[src/rtl/serial_rx_stage.sv]
// serial_rx_stage: 8-channel serial frame receiver; define SERIAL_RX_GRAY2BIN_EN to store Gray-decoded bits
module serial_rx_stage (
   input  logic         clk_out16x,
   input  logic         rst_n,
   input  logic [7:0]   data_in,
   input  logic [7:0]   data_vld,
   output logic [127:0] frame_data,
   output logic [7:0]   frame_ch,
   output logic [15:0]  frame_len,
   output logic         frame_valid,
   output logic         frame_err,
   output logic         sel_err,
   output logic         busy
);
   typedef enum logic {IDLE = 1'b0, RECV = 1'b1} state_t;
   state_t       r_state;
   state_t       w_state_nxt;
   logic [7:0]   r_ch;
   logic [15:0]  r_cnt;
   logic [127:0] r_cap;
   logic         r_err;
   logic         w_any;
   logic         w_onehot;
   logic         w_multi;
   logic         w_start;
   logic         w_ch_vld;
   logic         w_other;
   logic         w_end;
   logic         w_in_range;
   logic         w_start_bit;
   logic         w_bit_rx;
   logic         w_bit_st;
   logic         w_fv_nxt;
   logic         w_se_nxt;
   logic         w_fe_nxt;
   logic [6:0]   w_pos;
   assign w_any       = |data_vld;
   assign w_onehot    = w_any && ((data_vld & (data_vld - 8'd1)) == 8'd0);
   assign w_multi     = w_any && !w_onehot;
   assign w_start     = (r_state == IDLE) && w_onehot;
   assign w_ch_vld    = |(data_vld & r_ch);
   assign w_other     = |(data_vld & ~r_ch);
   assign w_end       = (r_state == RECV) && !w_ch_vld;
   assign w_in_range  = r_cnt < 16'd128;
   assign w_pos       = ~r_cnt[6:0];
   assign w_start_bit = |(data_in & data_vld);
   assign w_bit_rx    = |(data_in & r_ch);
`ifdef SERIAL_RX_GRAY2BIN_EN
   logic r_prev;
   assign w_bit_st = w_bit_rx ^ r_prev;
   // Last decoded bit of the frame, the reference for decoding the next Gray bit
   always_ff @(posedge clk_out16x or negedge rst_n) begin
      if (!rst_n) r_prev <= 1'b0;
      else if (w_start) r_prev <= w_start_bit;
      else if (r_state == RECV && w_ch_vld && w_in_range) r_prev <= w_bit_st;
   end
`else
   assign w_bit_st = w_bit_rx;
`endif
   // State register
   always_ff @(posedge clk_out16x or negedge rst_n) begin
      if (!rst_n) r_state <= IDLE;
      else r_state <= w_state_nxt;
   end
   // Start on a one-hot valid in IDLE, stay in RECV while the latched channel stays valid
   always_comb begin
      w_state_nxt = (r_state == IDLE) ? (w_onehot ? RECV : IDLE) : (w_ch_vld ? RECV : IDLE);
   end
   // Busy flag and next values of the pulsed and frame-qualified status outputs
   always_comb begin
      busy     = (r_state == RECV);
      w_fv_nxt = w_end;
      w_se_nxt = (r_state == IDLE) && w_multi;
      w_fe_nxt = r_err | w_other;
   end
   // Capture path: first bit lands at [127], bits past 128 only count and flag an error
   always_ff @(posedge clk_out16x or negedge rst_n) begin
      if (!rst_n) begin
         r_ch  <= 8'd0;
         r_cnt <= 16'd0;
         r_cap <= 128'd0;
         r_err <= 1'b0;
      end else if (w_start) begin
         r_ch  <= data_vld;
         r_cnt <= 16'd1;
         r_cap <= {w_start_bit, 127'd0};
         r_err <= 1'b0;
      end else if (r_state == RECV && w_ch_vld) begin
         if (w_in_range) r_cap[w_pos] <= w_bit_st;
         r_cnt <= r_cnt + {15'd0, r_cnt != 16'hFFFF};
         r_err <= r_err | w_other | !w_in_range;
      end
   end
   // Output registers: frame results load when the channel drops and then hold
   always_ff @(posedge clk_out16x or negedge rst_n) begin
      if (!rst_n) begin
         frame_data  <= 128'd0;
         frame_ch    <= 8'd0;
         frame_len   <= 16'd0;
         frame_err   <= 1'b0;
         frame_valid <= 1'b0;
         sel_err     <= 1'b0;
      end else begin
         frame_valid <= w_fv_nxt;
         sel_err     <= w_se_nxt;
         if (w_end) begin
            frame_data <= r_cap;
            frame_ch   <= r_ch;
            frame_len  <= r_cnt;
            frame_err  <= w_fe_nxt;
         end
      end
   end
endmodule

[config.mk]
export PLATFORM = sky130hd
export DESIGN_NAME = serial_rx_stage
export DESIGN_NICKNAME = d
export VERILOG_FILES = /design/src/rtl/serial_rx_stage.sv
export SDC_FILE = /design/constraint.sdc
export NUM_CORES = 1
export LEC_CHECK = 0
export ABC_AREA = 1
export ABC_CLOCK_PERIOD_IN_PS = 2600
export CAP_MARGIN = 20
export CORE_MARGIN = 10
export CORE_UTILIZATION = 51
export DETAILED_ROUTE_END_ITERATION = 16
export PLACE_DENSITY = 0.84
export SLEW_MARGIN = 20
export SYNTH_ARGS = -nofsm -noshare
export SYNTH_HDL_FRONTEND = slang
export SYNTH_SLANG_ARGS = --single-unit
[constraint.sdc]
create_clock -name clk_out16x -period 2.6 [get_ports clk_out16x]
set_clock_uncertainty 0.2 [all_clocks]
set_input_delay 0.65 -clock clk_out16x [delete_from_list [all_inputs] [get_ports clk_out16x]]
set_output_delay 0.65 -clock clk_out16x [all_outputs]
set_load 0.05 [all_outputs]
==> impl_metrics.yaml <==
worst_setup_path:
  criticalPathCategory: "reg -> out"
  arrival_ns: 1.72
  cp_max_fo: 2
  crit_cells: 1
  cp-end-kind: "primary output"
  cp_slowest_cell: "clkdlybuf4s50_1"
  critPathLaunchType: "register"
  critPathTopFamily: "buffers and inverters"
  timing.rr.start: "r_cnt[8]"
  slowest_delay_ns: 0.82
  cp.required_ns: 1.75
  critPathBufInv: 1
  startpoint: "frame_data[4]"
  reg2reg_depth: 12
  worstPathCellList: "clkdlybuf4s50_1"
cts:
  cts_buffer_depth: 3
  numCtsBuffers: 34
  cts_root_buffer: "clkbuf_16"
  clk_pin_slew_ns: 0.06
  clock_latency_ns: 0.52
  htreeDepth: 2
  tritoncts: "yes"
  clock-sinks: 309
power:
  powerDensity_nw_per_um2: 785.6
  p_sw_mw: 5.262
  p_seq_share_pct: 37.6
  leakage_nw: 8.456
  power_switching_share_pct: 36.49
  pwr-share-comb_pct: 29.2
  power_mw: 14.42
  clockPowerShare_pct: 33.2
  internal_power_mw: 9.157
  peakVddDrop_v: 0.0008865
grt:
  grt_max_degree: 91
  grt_antenna_before_repair: 0
  grtUsageTotal_pct: 24.51
  grt_pass1_vias: 14314
  grt_pass1_wl_um: 73730
  grt_overflow: 0
hold_path:
  whs_path_depth: 2
  min_path_type: "reg -> reg"
  hp-start: "r_cap[112]"
synthesis:
  synthAdderAreaFrac_pct: 0.1716
  yosys.area.top_type: "dfrtp_1"
  avgSynthCellArea_um2: 8.009
  netlist_instances: 1821
  ys.warnings.count: 0
  synthSimpleGateAreaFrac_pct: 30.10
  synth_edf_count: 0
  synthXorXnorAreaFrac_pct: 0.06005
  ys.flop_type: "dfrtp_1"
  synth_top_family_by_area: "simple AND/OR/NAND/NOR gates"
  synth_seq_cells: 309
  synthArstFlopShare_pct: 100.0
  synth_top_area_share_pct: 53.02
  yosysUniqueCellTypes: 30
  ys_seq_area_share_pct: 53.02
  muxShareOfSynthArea_pct: 0
  synthTopCellsByArea: "dfrtp_1, nand2_1, nand4_1"
  netlist_area_um2: 14590
  synth_compound_area_share_pct: 10.89
  syn_nets: 1841
finish:
  syn2layout_area_growth_pct: 25.84
  layout-drive-gt1-share_pct: 8.112
  multiInputGateArea_um2: 6052
  finalInstanceArea_um2: 18350
  seqCellArea_um2: 7736
  final_util_pct: 65.52
  nets: 1996
  nFillCells: 2207
  antenna_cells: 0
route:
  drtAntennaViolNets: 0
  first_iter_violations: 1764
  vias: 14340
  route.detailed.drc: 0
  drtPass1Iterations: 8
  drt_wl_total_um: 44580
  wl_per_cell_um: 18.77
  avgViaCountPerCell: 6.038
timing:
  worst_slew_pin_slew_ns: 0.8029
  slew_viol_final: 0
  setup_viol: 0
  max_freq_ghz: 0.3888
  hold_viol: 0
  fin_setup_tns_ns: 0
  min_period_over_period_pct: 98.92
  slew_headroom_pct: 46.47
  rsz0062_at_grt: "true"
  post-route-min-period_ns: 2.572
placed_design:
  dp_hpwl_um: 28860
  port_buffers: 173
  dpl_cell_area_um2: 17200
  place.gp.congestion: 0.9049
die:
  ios: 174
  fp.dieW_um: 189.1
  start_util_pct: 52.07
  dieHeight_um: 189.1
  die_area_um2: 35760
  num_rows: 61
  core_um2: 28010
job:
  drv_cap: 0
outcome:
  status: "complete, no violations"
## timing repair
item	4_1_cts	5_1_grt
setup endpoints to repair	1	14
gates resized for setup	1	15
setup buffers	0	0
endpoints found under the hold margin	38	0
hold buffers	1	0
## worst min-delay path: stages, from the launching register on
cell,delay [ns]
dfrtp_1,0.34
nand2_1,0.06
nand2_1,0.06
## cell type report
class | count | share of cell area, %
repair buffers | 263 | 15.30
clock buffers | 47 | 5.399
well taps | 378 | 2.577
flip-flops and latches | 309 | 42.15
inverters | 47 | 0.9953
multi-input cells | 1321 | 32.97
clock inverters | 10 | 0.5999
## synthesized netlist by cell type, types with 2 or more instances
| cell type | number |
|---|---|
| a21oi_1 | 128 |
| buf_1 | 15 |
| buf_2 | 60 |
| buf_4 | 11 |
| clkbuf_1 | 57 |
| dfrtp_1 | 309 |
| ha_1 | 2 |
| inv_1 | 41 |
| inv_2 | 5 |
| nand2_1 | 531 |
| nand3_1 | 148 |
| nand4_1 | 140 |
| nor2_1 | 176 |
| nor3_1 | 9 |
| o21a_1 | 21 |
| o21ai_0 | 151 |
| o21ai_1 | 4 |
## cells by family (layout without fill, tap and decap cells)
logic type / count (synthesis) / after routing
adders and majority gates: 2 / 2
buffers and inverters: 191 / 367
xor gates and xnor gates: 1 / 1
AOI/OAI and AO/OA: 306 / 306
DFF: 309 / 309
and+or+nand+nor: 1012 / 1012
## placed cells by master (no fill, tap or decap), types with 2 or more instances in the layout
cell type,count
nand3_1,147
bufinv_16,2
o21a_1,21
o21ai_1,5
buf_12,30
dlymetal6s2s_1,10
nor2_1,174
clkbuf_16,35
clkdlybuf4s50_1,159
o21ai_0,150
ha_1,2
buf_4,61
nand4_1,140
nand3_2,2
clkinv_2,6
inv_4,2
nand2_1,531
nor3_1,8
nor2_2,2
clkbuf_8,7
inv_1,39
clkbuf_1,5
a21oi_1,128
dfrtp_1,308
inv_2,4
## registers in the layout, indices dropped and copies added, names as in the netlist
signal,cells
sel_err,1
r_cap,128
r_cnt,16
r_ch,8
frame_err,1
frame_len,16
frame_valid,1
frame_data,128
r_err,1
frame_ch,8
busy,1
## layer usage
layer  track usage [%]  vias to the layer above  wire length, um
li1                  -                     6428                -
met4             9.371                        0             1488
met5                 0                        -                0
met1             31.92                     6969            18070
met3             5.035                      139             4058
met2             39.49                      804            20960
## power groups by stage
stage | Combinational, mW | Clock (mW) | Sequential (mW)
detailed placement | 4.11 | 0 | 5.48
global placement | 4.06 | 0 | 5.48
CTS | 4.14 | 4.82 | 5.41
global route | 4.47 | 5.02 | 5.45
floorplan | 1.72 | 0 | 6.07
finish | 4.21 | 4.79 | 5.42
## worst paths after layout
check / to / slack (ns)
worst max-delay path: frame_data[4] / 0.03
worst min-delay path: frame_data[112] / 0.28
worst max register to register: r_cnt[12] / 0.15
worst min register to register: frame_data[112] / 0.28
max in group asynchronous: frame_data[54] / 1.06
min in group asynchronous: frame_data[121] / 0.41
## stage by stage
step                      cells  setup slack [ns]  hold WS, ns
after floorplan            1821           0.02859       0.1544
after global placement     2317           -0.1673       0.2663
after detailed placement   2317           -0.2361       0.2663
after CTS                  2375          0.006617       0.2790
after global routing       2375          -0.07037       0.3075
final                      2375           0.02805       0.2837
(Power assumes the default switching activity.)
